--- src/rtl/dsss_tx_sequencer_if.sv ---
// Byte-stream handshake into the DSSS transmit sequencer.
// The master offers payload bytes; the sequencer (slave) answers with s_ready.
interface dsss_tx_sequencer_if;
   logic [7:0] s_data;
   logic       s_valid;
   logic       s_last;
   logic       s_ready;

   modport master (output s_data, output s_valid, output s_last, input s_ready);
   modport slave  (input s_data, input s_valid, input s_last, output s_ready);
endinterface

--- src/rtl/dsss_tx_sequencer.sv ---
// DSSS frame sequencer: preamble/payload/tail framing, 31-chip m-sequence spreading, BPSK phase to the DDS.
// Optional differential encoding of payload bits when DSSS_DIFF_ENC_EN is defined.
module dsss_tx_sequencer #(
   parameter int unsigned CHIP_DIV  = 100,
   parameter int unsigned PRE_BITS  = 16,
   parameter int unsigned TAIL_BITS = 4,
   parameter logic [4:0]  PN_SEED   = 5'b00001
) (
   input  logic                 clk_100,
   input  logic                 rst,
   dsss_tx_sequencer_if.slave   s_if,
   output logic                 chip_out,
   output logic [15:0]          dds_phase,
   output logic                 chip_stb,
   output logic                 bit_stb,
   output logic                 tx_active,
   output logic                 err_underrun
);

   localparam int unsigned CW        = (CHIP_DIV > 1) ? $clog2(CHIP_DIV) : 1;
   localparam logic [CW-1:0] CHIP_LAST = CW'(CHIP_DIV - 1);
   localparam logic [15:0]   PRE_LAST  = 16'(PRE_BITS - 1);
   localparam logic [15:0]   TAIL_LAST = 16'(TAIL_BITS - 1);
   localparam logic [4:0]    IDX_LAST  = 5'd30;

   typedef enum logic [1:0] {
      ST_IDLE     = 2'd0,
      ST_PREAMBLE = 2'd1,
      ST_PAYLOAD  = 2'd2,
      ST_TAIL     = 2'd3
   } state_e;

   function automatic logic [4:0] lfsr_step(input logic [4:0] v);
      return {v[3:0], v[4] ^ v[2]};
   endfunction

   state_e          state_q, state_d;
   logic [CW-1:0]   chip_cnt_q, chip_cnt_d;
   logic [4:0]      chip_idx_q, chip_idx_d;
   logic [15:0]     bit_cnt_q, bit_cnt_d;
   logic [7:0]      shreg_q, shreg_d;
   logic            last_q, last_d;
   logic [4:0]      lfsr_q, lfsr_d;
   logic            chip_stb_q, chip_stb_d;
   logic            bit_stb_q, bit_stb_d;
   logic            chip_out_q, chip_out_d;
   logic [15:0]     dds_q, dds_d;
   logic            tx_active_q, tx_active_d;
   logic            underrun_q, underrun_d;
   logic            s_ready_s, accept_s, cur_bit_s, payload_bit_s;

`ifdef DSSS_DIFF_ENC_EN
   logic            diff_q, diff_d;
   assign payload_bit_s = shreg_q[7] ^ diff_q;
`else
   assign payload_bit_s = shreg_q[7];
`endif

   // Strobes are registered from next-state counters, so they equal a decode of the live counters.
   always_comb begin
      state_d     = state_q;
      chip_cnt_d  = chip_cnt_q;
      chip_idx_d  = chip_idx_q;
      bit_cnt_d   = bit_cnt_q;
      shreg_d     = shreg_q;
      last_d      = last_q;
      lfsr_d      = lfsr_q;
      underrun_d  = 1'b0;
      s_ready_s   = 1'b0;
      cur_bit_s   = 1'b0;
`ifdef DSSS_DIFF_ENC_EN
      diff_d      = diff_q;
`endif

      case (state_q)
         ST_IDLE: begin
            s_ready_s = 1'b1;
            cur_bit_s = 1'b0;
         end
         ST_PREAMBLE: begin
            cur_bit_s = ~bit_cnt_q[0];
         end
         ST_PAYLOAD: begin
            cur_bit_s = payload_bit_s;
            s_ready_s = bit_stb_q && (bit_cnt_q == 16'd7) && !last_q;
         end
         ST_TAIL: begin
            cur_bit_s = 1'b0;
         end
         default: begin
            cur_bit_s = 1'b0;
         end
      endcase
      accept_s = s_if.s_valid && s_ready_s;

      if (state_q == ST_IDLE) begin
         if (accept_s) begin
            state_d    = ST_PREAMBLE;
            shreg_d    = s_if.s_data;
            last_d     = s_if.s_last;
            lfsr_d     = PN_SEED;
            chip_cnt_d = {CW{1'b0}};
            chip_idx_d = 5'd0;
            bit_cnt_d  = 16'd0;
         end else begin
            state_d = ST_IDLE;
         end
      end else begin
         chip_cnt_d = chip_stb_q ? {CW{1'b0}} : (chip_cnt_q + CW'(1));
         if (bit_stb_q) begin
            chip_idx_d = 5'd0;
            lfsr_d     = PN_SEED;
         end else if (chip_stb_q) begin
            chip_idx_d = chip_idx_q + 5'd1;
            lfsr_d     = lfsr_step(lfsr_q);
         end else begin
            chip_idx_d = chip_idx_q;
         end

         if (bit_stb_q) begin
            bit_cnt_d = bit_cnt_q + 16'd1;
            case (state_q)
               ST_PREAMBLE: begin
                  if (bit_cnt_q == PRE_LAST) begin
                     state_d   = ST_PAYLOAD;
                     bit_cnt_d = 16'd0;
`ifdef DSSS_DIFF_ENC_EN
                     diff_d    = 1'b0;
`endif
                  end else begin
                     state_d = ST_PREAMBLE;
                  end
               end
               ST_PAYLOAD: begin
                  shreg_d = {shreg_q[6:0], 1'b0};
`ifdef DSSS_DIFF_ENC_EN
                  diff_d  = cur_bit_s;
`endif
                  if (bit_cnt_q == 16'd7) begin
                     bit_cnt_d = 16'd0;
                     if (accept_s) begin
                        shreg_d = s_if.s_data;
                        last_d  = s_if.s_last;
                     end else begin
                        state_d    = ST_TAIL;
                        underrun_d = ~last_q;
                     end
                  end else begin
                     state_d = ST_PAYLOAD;
                  end
               end
               ST_TAIL: begin
                  if (bit_cnt_q == TAIL_LAST) begin
                     state_d   = ST_IDLE;
                     bit_cnt_d = 16'd0;
                  end else begin
                     state_d = ST_TAIL;
                  end
               end
               default: begin
                  state_d = ST_IDLE;
               end
            endcase
         end else begin
            bit_cnt_d = bit_cnt_q;
         end
      end

      chip_stb_d  = (state_d != ST_IDLE) && (chip_cnt_d == CHIP_LAST);
      bit_stb_d   = chip_stb_d && (chip_idx_d == IDX_LAST);
      chip_out_d  = (state_q != ST_IDLE) && (cur_bit_s ^ lfsr_q[4]);
      dds_d       = chip_out_d ? 16'h8000 : 16'h0000;
      tx_active_d = (state_q != ST_IDLE);
   end

   // State, counters and output registers with synchronous reset.
   always_ff @(posedge clk_100) begin
      if (rst) begin
         state_q     <= ST_IDLE;
         chip_cnt_q  <= {CW{1'b0}};
         chip_idx_q  <= 5'd0;
         bit_cnt_q   <= 16'd0;
         shreg_q     <= 8'h00;
         last_q      <= 1'b0;
         lfsr_q      <= 5'b00000;
         chip_stb_q  <= 1'b0;
         bit_stb_q   <= 1'b0;
         chip_out_q  <= 1'b0;
         dds_q       <= 16'h0000;
         tx_active_q <= 1'b0;
         underrun_q  <= 1'b0;
`ifdef DSSS_DIFF_ENC_EN
         diff_q      <= 1'b0;
`endif
      end else begin
         state_q     <= state_d;
         chip_cnt_q  <= chip_cnt_d;
         chip_idx_q  <= chip_idx_d;
         bit_cnt_q   <= bit_cnt_d;
         shreg_q     <= shreg_d;
         last_q      <= last_d;
         lfsr_q      <= lfsr_d;
         chip_stb_q  <= chip_stb_d;
         bit_stb_q   <= bit_stb_d;
         chip_out_q  <= chip_out_d;
         dds_q       <= dds_d;
         tx_active_q <= tx_active_d;
         underrun_q  <= underrun_d;
`ifdef DSSS_DIFF_ENC_EN
         diff_q      <= diff_d;
`endif
      end
   end

   assign s_if.s_ready = s_ready_s;
   assign chip_out     = chip_out_q;
   assign dds_phase    = dds_q;
   assign chip_stb     = chip_stb_q;
   assign bit_stb      = bit_stb_q;
   assign tx_active    = tx_active_q;
   assign err_underrun = underrun_q;

endmodule

--- src/flat_wrapper.sv ---
// flat-port wrapper written by rule: the top's interface ports become plain ports
module dsss_tx_sequencer_flat 
#(
   parameter int unsigned CHIP_DIV  = 100,
   parameter int unsigned PRE_BITS  = 16,
   parameter int unsigned TAIL_BITS = 4,
   parameter logic [4:0]  PN_SEED   = 5'b00001
)
  (clk_100, rst, chip_out, dds_phase, chip_stb, bit_stb, tx_active, err_underrun, s_if_s_data, s_if_s_valid, s_if_s_last, s_if_s_ready);
  dsss_tx_sequencer_if s_if_i ();
  input  logic clk_100;
  input  logic rst;
  output logic chip_out;
  output logic [15:0] dds_phase;
  output logic chip_stb;
  output logic bit_stb;
  output logic tx_active;
  output logic err_underrun;
  input wire logic [$bits(s_if_i.s_data)-1:0] s_if_s_data;
  input wire logic [$bits(s_if_i.s_valid)-1:0] s_if_s_valid;
  input wire logic [$bits(s_if_i.s_last)-1:0] s_if_s_last;
  output wire logic [$bits(s_if_i.s_ready)-1:0] s_if_s_ready;
  assign s_if_i.s_data = s_if_s_data;
  assign s_if_i.s_valid = s_if_s_valid;
  assign s_if_i.s_last = s_if_s_last;
  assign s_if_s_ready = s_if_i.s_ready;
  dsss_tx_sequencer #(.CHIP_DIV(CHIP_DIV), .PRE_BITS(PRE_BITS), .TAIL_BITS(TAIL_BITS), .PN_SEED(PN_SEED)) u_core (.clk_100(clk_100), .rst(rst), .s_if(s_if_i), .chip_out(chip_out), .dds_phase(dds_phase), .chip_stb(chip_stb), .bit_stb(bit_stb), .tx_active(tx_active), .err_underrun(err_underrun));
endmodule
--- config.mk ---
export PLATFORM = sky130hd
export DESIGN_NAME = dsss_tx_sequencer_flat
export DESIGN_NICKNAME = d
export VERILOG_FILES = /design/src/rtl/dsss_tx_sequencer_if.sv /design/src/rtl/dsss_tx_sequencer.sv /design/src/flat_wrapper.sv
export SDC_FILE = /design/constraint.sdc
export NUM_CORES = 1
export LEC_CHECK = 0
export ABC_AREA = 1
export ABC_CLOCK_PERIOD_IN_PS = 3700
export CORE_UTILIZATION = 60
export CTS_CLUSTER_SIZE = 20
export DETAILED_ROUTE_END_ITERATION = 10
export HOLD_SLACK_MARGIN = 0.02
export MAX_ROUTING_LAYER = met4
export PLACE_DENSITY = 0.85
export SKIP_LAST_GASP = 1
export SYNTH_ARGS = -nofsm -noshare
export SYNTH_HDL_FRONTEND = slang
export SYNTH_SLANG_ARGS = --single-unit
export TNS_END_PERCENT = 10
--- constraint.sdc ---
create_clock -name clk_100 -period 3.7 [get_ports clk_100]
set_clock_uncertainty 0.1 [all_clocks]
set_input_delay 0.555 -clock clk_100 [delete_from_list [all_inputs] [get_ports clk_100]]
set_output_delay 0.555 -clock clk_100 [all_outputs]
set_load 0.01 [all_outputs]
== After elaboration in Yosys (flattened, before gate mapping) ==
Cells that the tools add are included.
Storage, ports and cells
  flip-flop bits (word level): 65
  input port bits: 12
  output and inout port bits: 22
  logic and storage cells: 92
Cells by class
  add/sub/neg operators: 3
  equal/unequal tests: 9
  muxes and demuxes: 40
  bitwise logic cells: 7
  reductions and logical operators: 20
Operators by type and width (number)
  $mux W16: 7
  $mux W8: 6
  $pmux W16 S3: 1
  $mux W5: 8
  $mux W7: 3
  $add A16 B1 Y16 const B: 1
  $eq A16 B2 Y1 const B: 1
  $eq A16 B3 Y1 const B: 1
  $eq A16 B4 Y1 const B: 1
  $mux W2: 6
  $reduce_bool A2 Y1: 5
  $add A7 B1 Y7 const B: 1
  $eq A7 B7 Y1 const B: 1
  $logic_and A1 B1 Y1: 6
  $mux W1: 6
  $pmux W2 S3: 1
  $reduce_and A3 Y1: 2
  $reduce_or A6 Y1: 1
  $add A5 B1 Y5 const B: 1
  $eq A5 B5 Y1 const B: 1
  $not A1 Y1: 5
  $eq A2 B2 Y1 const B: 2
  $reduce_and A2 Y1: 2
  $pmux W1 S3: 1
  other kinds (8): 9

== Depth between registers and ports, before layout ==
Gate-level depths: netlist (run 1).
  depth after elaboration: 13
  gate-level depth with buffers: 14
  gate-level depth less buffers: 14

== Worst setup path after synthesis (run 1) ==
Ideal clock, no wire load.
  kind: register to register
  start: reg u_core.bit_cnt_q[0]
  end: reg u_core.bit_cnt_q[4]
  setup time: 0.133 ns
  arrival time: 1.511 ns
  required time: 3.467 ns
  setup slack: 1.956 ns
  stages on the path, launching flop included: 14
  buffers on the path: 1
  period minus slack after synthesis: 1.744 ns
  cell sequence: dfxtp_1 -> ha_1 -> nand2_1 -> inv_1 -> nand2_1 -> nor2_1 -> nand2_1 -> nand2_1 -> nand2_1 -> inv_1 -> nand2_1 -> a21oi_1 -> buf_2 -> nor3_1
Between the ends
  cells in the longest elaborated chain, start to end: 7
Ends and longest elaborated chain
  start, declared: RTL line dsss_tx_sequencer.sv:40  | logic [15:0] bit_cnt_q, bit_cnt_d;
  start signal, assigned: RTL line dsss_tx_sequencer.sv:199  | bit_cnt_q <= bit_cnt_d;
  branches (longest 7 deep; another with $add A16 B1 Y16)
Parallel ways; which one is timed is not known. The select of a mux whose other input is x is not followed.
A chain may end at the register's enable or synchronous reset.

== Worst setup path in the final report (run 1) ==
  start: reg u_core.bit_cnt_q[0]
  end: out s_if_s_ready
Between the ends
  cells in the longest elaborated chain, start to end: 4
Ends and longest elaborated chain
  $eq A16 B3 Y1: RTL line dsss_tx_sequencer.sv:85  | s_ready_s = bit_stb_q && (bit_cnt_q == 16'd7) && !last_q;
  $logic_and A1 B1 Y1 (2 in series): RTL line dsss_tx_sequencer.sv:85
  $pmux W1 S2: RTL line dsss_tx_sequencer.sv:75  | case (state_q)
  end, declared: RTL line flat_wrapper.sv:22  | output wire logic [$bits(s_if_i.s_ready)-1:0] s_if_s_ready;
Every way passes these cells.

==> flow_summary.toml, run 1 <==
[run_status]
outcome = "completed"

[yosys]
ys_ff_latch = 49
netlist_area_um2 = 2730
syn_inst = 397
syn_area_per_cell_um2 = 6.89
ys.flop_type = "dfxtp_1"
seq_area_frac_synth_pct = 35.9
ys_async_sr_fraction_pct = 0
synth_cell_type_count = 39
synth_warnings = 0
synth-edff-count = 0

[placed_design]
place.gp.congestion = 0.879
hpwlAfterDp_um = 3900
placed_cells = 459
portBuffers = 18

[floorplanning]
initial_core_util_pct = 62.8
die_height_um = 69.5
die_w_um = 69.5
core_area_um2 = 4350
num_io_pins = 34
die-area_um2 = 4830
rows = 24

[global_routing]
grt_pass1_vias = 2214
grt_pass1_wl_um = 9160
antenna_found_initial = 0
overflow = 0
grt_util_all_layers_pct = 24.0
grt_max_degree = 22

[timing]
max_freq_ghz = 0.374
setup_viol = 0
finalMaxSlewViolations = 0
hold_viol = 0
setup_tns_ns = 0
fin_crit_sh_pct = 72.3
layout_min_cycle_time_ns = 2.68
grt_setup_unrepaired = "false"

[cts]
clk_path_buf_depth = 2
cts_setup_buffers = 0
h-tree-depth = 2
cts_tree = "yes"
cts_hold_buf = 0
clock_latency_ns = 0.32
ctsRootBufferMaster = "clkbuf_8"
cts_buffers = 5
clock_sinks = 49
ctsResizeCount = 0
clkTransAtPathRegs_ns = 0.10

[layout]
nets = 429
ff_latch_area_um2 = 981
multi_input_area_um2 = 1420
stdcell_count = 467
areaGrowthSynthToFinish_pct = 8.92
drive_above_1_share_pct = 7.71
antenna_cells = 0
fillers = 379

[routing]
vias_per_cell = 5.09
drc = 0
post_drt_wl_per_cell_um = 11.3
drt_iter0_drc = 129
ant_nets = 0
wl_um = 5260
vias = 2378
dr.pass1.iters = 4

[pwr]
powerDensity_nw_per_um2 = 343
swShare_pct = 28.5
ir_drop_v = 0.000224
p_int_uw = 730
power_frac_seq_pct = 54.3
p_leak_nw = 1.28
clockPowerShare_pct = 31.8
p_comb_share_pct = 13.9
p_switching_uw = 291

[job]
cap_violations = 0

[min_path]
hold_path_class = "reg -> reg"
min-delay-start = "u_core.lfsr_q[0]"

[setup_path]
crit_start = "u_core.bit_cnt_q[0]"
regToRegSetupSlack_ns = 1.72
crit_path_end_kind = "output port"
worstSetupStartpointType = "register"
critPathMostFrequentCell = "nand3_1"
arrival_ns = 2.02
worstSetupPathType = "reg -> out"
slowest_stage = "clkdlybuf4s50_1"
slowest_delay_ns = 0.56
r2r_start = "u_core.state_q[0]"
critical_path_required_ns = 3.04
crit_chain = "ha_1 -> nand3_1 -> nor2_1 -> nand3_1 -> nand2_1 -> clkdlybuf4s50_1"
cp_max_fo = 4
metrics by stage:
step                setup slack (ns)  utilization, %  cell area [µm²]  power [mW]  hold WS, ns
floorplan                       1.96               -             2790       0.684        0.340
global placement                1.27            66.2             2880       0.705        0.354
CTS                             1.03            68.4             2980        1.04        0.373
detailed placement              1.23            66.2             2880       0.709        0.358
finish                          1.02            68.4             2980        1.02        0.376
global route                   0.887            68.4             2980        1.07        0.400
path summary, 6_finish.rpt:
kind	to	cells past startpoint
worst min register to register	u_core.lfsr_q[1]	2
worst min-delay path	u_core.lfsr_q[1]	2
worst max register to register	u_core.shreg_q[2]	10
worst max-delay path	s_if_s_ready	6
per-layer routing:
metal	global-route usage (%)	wire length, µm	part of all wire, %
met1	27.6	2500	47
met2	41.1	2520	48
met3	4.80	165	3.1
met4	9.52	75	1.4
met5	-	0	0
final cells by class:
type | count | share of cell area, %
clock buffer | 5 | 2.31
clock inverter | 3 | 0.840
inverter | 57 | 7.35
multi-input combinational | 280 | 47.6
sequential | 49 | 32.9
tap | 52 | 2.18
timing repair buffer | 21 | 6.81
Yosys cell counts (4+ instances only):
cell type / instances / share of area (%)
a21oi_1: 21 / 3.8
nand3_1: 25 / 4.6
buf_4: 18 / 4.9
nor2_1: 50 / 6.9
xor2_1: 12 / 3.8
inv_1: 51 / 7.0
clkbuf_1: 5 / 0.69
dfxtp_1: 49 / 36
nand4_1: 5 / 1.1
o21ai_0: 9 / 1.6
o22ai_1: 4 / 0.92
nor3_1: 15 / 2.7
nand2_2: 4 / 0.92
nand2_1: 87 / 12
inv_2: 5 / 0.69
o211ai_1: 7 / 1.9
flip-flops by register name, indices dropped and copies added (netlist names):
register / flops
u_core.bit_cnt_q: 16
u_core.shreg_q: 8
u_core.chip_cnt_q: 7
u_core.chip_idx_q: 5
u_core.lfsr_q: 5
u_core.state_q: 2
u_core.bit_stb: 1
u_core.chip_stb: 1
u_core.dds_phase: 1
u_core.err_underrun: 1
u_core.last_q: 1
u_core.tx_active: 1
logic make-up (layout without fill, tap and decap cells):
kind of cell / after synthesis / after routing / share of synthesized area, %
adder cells (fa/ha/maj): 3 / 3 / 1.37
AND/OR/NAND/NOR: 200 / 200 / 33.5
buffers and inverters: 82 / 86 / 14.2
other: 1 / 15 / 0.137
flip-flops: 49 / 49 / 35.9
XOR/XNOR: 13 / 13 / 4.16
AO/OA/AOI/OAI: 48 / 48 / 10.3
multiplexers: 1 / 1 / 0.366
critical path: cells and delay by family, from the launching register on:
kind / cells / cell delay [ns]
simple gates: 4 / 0.52
flops: 1 / 0.39
fa+ha+maj: 1 / 0.23
buf+inv: 1 / 0.56
power groups by stage:
| stage | logic (mW) | clock network [mW] | registers [mW] |
|---|---|---|---|
| global route | 0.159 | 0.358 | 0.557 |
| finish | 0.142 | 0.325 | 0.555 |
| floorplan | 0.121 | 0 | 0.563 |
| CTS | 0.142 | 0.339 | 0.555 |
| detailed placement | 0.141 | 0 | 0.567 |
| global placement | 0.138 | 0 | 0.567 |
cell usage in the layout, fill, tap and decap left out, types with 7 or more instances in the layout:
cell type | Yosys | final
dfxtp_1 | 49 | 49
nand3_1 | 25 | 25
nand2_1 | 87 | 87
inv_1 | 51 | 51
conb_1 | 1 | 15
o211ai_1 | 7 | 7
nor3_1 | 15 | 15
clkdlybuf4s50_1 | 0 | 18
xor2_1 | 12 | 12
a21oi_1 | 21 | 21
nor2_1 | 50 | 50
o21ai_0 | 9 | 9
Note: power is estimated with default switching activity, not from simulation.
==> run 2: changes to the inputs <==
Settings changed: ABC_CLOCK_PERIOD_IN_PS 3700 to 2240, CORE_UTILIZATION 60 to 50, PLACE_DENSITY 0.85 to 0.76.
Clock period 3.7 ns to 2.24 ns, I/O delays scaled along.
==> run 2 against run 1 <==
Die area grew 19%. Cell count increased by 4.7%. Critical path depth stayed put. Cell area is 2.6% higher. Critical path type unchanged.
==> flow_summary.toml, run 2 (same netlist as run 1, synthesis figures left out) <==
[run_status]
outcome = "completed"

[cts]
h-tree-depth = 2
clk_path_buf_depth = 2
cts_hold_buf = 0
cts_tree = "yes"
clock_latency_ns = 0.31
ctsResizeCount = 2
ctsRootBufferMaster = "clkbuf_8"
cts_setup_buffers = 0
clock_sinks = 49
clkTransAtPathRegs_ns = 0.10
cts_buffers = 5

[min_path]
hold_path_end = "u_core.lfsr_q[3]"
min_path_cells = 2
hold_path_class = "reg -> reg"
min-delay-start = "u_core.lfsr_q[3]"

[layout]
nets = 433
multi_input_area_um2 = 1420
regMostFlops = "u_core.bit_cnt_q"
largest_reg_flops = 16
drive_above_1_share_pct = 8.83
ff_latch_area_um2 = 982
areaGrowthSynthToFinish_pct = 11.8
final_common_cell = "nand2_1"
antenna_cells = 0
largestRegisters = "u_core.bit_cnt_q x16, u_core.shreg_q x8, u_core.chip_cnt_q x7"
fillers = 480
final_area_um2 = 3060
final_cell_mix = "nand2_1 (87), inv_1 (51), nor2_1 (50)"

[setup_path]
cp_top_family = "simple AND/OR/NAND/NOR gates"
regToRegSetupSlack_ns = 0.24
slowest_delay_ns = 0.38
cp_max_fo = 4
slowest_stage = "dfxtp_1"
cp_num_cells = 6
reg2regPathDepth = 14
worstSetupPathType = "reg -> out"
critical_path_required_ns = 1.80
r2r_start = "u_core.bit_cnt_q[1]"
crit_buf_inv = 1
r2r-end = "u_core.bit_cnt_q[15]"
critPathMostFrequentCell = "nand3_1"
arrival_ns = 1.68
crit_path_end_kind = "output port"
crit_chain = "ha_1 -> nand3_1 -> nor2_1 -> nand3_1 -> nand2_1 -> dlygate4sd2_1"
worstSetupStartpointType = "register"

[global_routing]
grt_util_all_layers_pct = 20.1
antenna_found_initial = 0
grt_max_degree = 35
overflow = 0
grt_pass1_wl_um = 9320
grt_pass1_vias = 2178

[routing]
drt_iter0_drc = 128
ant_nets = 0
vias_per_cell = 4.92
vias = 2407
dr.pass1.iters = 5
post_drt_wl_per_cell_um = 10.9
drc = 0
wl_um = 5310

[floorplanning]
rows = 26
die_height_um = 75.9
initial_core_util_pct = 52.9
num_io_pins = 34
die-area_um2 = 5770
core_area_um2 = 5170
die_w_um = 75.9

[placed_design]
place.gp.congestion = 0.932
place_ws_ns = 0.136
placed_cell_area_um2 = 2960
hpwlAfterDp_um = 3910
portBuffers = 18

[timing]
setup_viol = 0
fin_crit_sh_pct = 94.5
hold_viol = 0
max_freq_ghz = 0.472
finalMaxSlewViolations = 0
setup_tns_ns = 0
worst_slack_ns = 0.123
hold_ws_ns = 0.368
layout_min_cycle_time_ns = 2.12
grt_setup_unrepaired = "false"

[pwr]
p_comb_share_pct = 14.5
p_leak_nw = 1.31
powerDensity_nw_per_um2 = 560
power_frac_seq_pct = 53.6
swShare_pct = 28.6
p_switching_uw = 490
p_int_mw = 1.22
clockPowerShare_pct = 31.8
ir_drop_v = 0.000460

[job]
cap_violations = 0
[run 2: cell types whose count changed in the layout (fill, tap and decap cells not counted), sizes merged]
cell / delta
clkinv: -1
inv: +1
dlygate4sd2: +1
clkdlybuf4s50: -1
buf: +4
[run 2: through the flow]
| stage | utilization, % | total power, mW | cells |
|---|---|---|---|
| 5_1_grt | 59.1 | 1.80 | 489 |
| 3_3_place_gp | 57.3 | 1.18 | 481 |
| 4_1_cts | 59.1 | 1.73 | 489 |
| 6_report | 59.1 | 1.71 | 489 |
| 3_5_place_dp | 57.3 | 1.19 | 481 |
| 2_1_floorplan | - | 1.13 | 411 |
[run 2: worst register-to-register path, cell delays in order (launching register included)]
cell	delay, ns
dfxtp_1	0.38
ha_1	0.22
nand2_1	0.10
inv_1	0.07
nand2_1	0.06
nor2_1	0.10
nand2_1	0.08
nand2_1	0.06
nand2_1	0.05
inv_1	0.06
nand2_1	0.05
a21oi_1	0.23
buf_12	0.17
nor2_1	0.04
and2_1	0.14
[run 2: power by group through the flow]
stage	clock, mW	combinational (mW)	sequential (mW)
global route	0.604	0.276	0.922
CTS	0.559	0.249	0.918
finish	0.545	0.248	0.918
global placement	0	0.246	0.936
detailed placement	0	0.248	0.938
floorplan	0	0.200	0.930
[run 2: metal layers]
layer	wire length (µm)	vias up	GRT usage [%]	share of wire, %
met1	2630	1084	25.1	49
met5	0	-	-	0
li1	-	1274	-	-
met4	65	0	6.92	1.2
met2	2450	39	32.5	46
met3	168	10	3.98	3.2
[run 2: worst max path at each step]
stage / slack (ns) / start / end
finish: 0.12 / u_core.bit_cnt_q[1] / s_if_s_ready
global route: 0.007 / u_core.bit_cnt_q[1] / s_if_s_ready
CTS: 0.14 / u_core.bit_cnt_q[1] / s_if_s_ready
detailed placement: 0.14 / s_if_s_valid / u_core.bit_cnt_q[15]
global placement: 0.19 / s_if_s_valid / u_core.bit_cnt_q[15]
floorplan: 0.50 / u_core.bit_cnt_q[0] / u_core.bit_cnt_q[4]
[run 2: area by class of cell]
type	count	area share, %
clock buffers	5	2.25
inverters	57	7.17
flip-flops and latches	49	32.1
repair buffers	25	8.39
well taps	70	2.87
multi-input cells	280	46.4
clock inverters	3	0.819
==> run 3: changes to the inputs <==
Settings changed: CTS_CLUSTER_DIAMETER set to 100.
==> results of run 3 <==
Same layout as run 2: the final DEF is identical, and so are final timing and power.
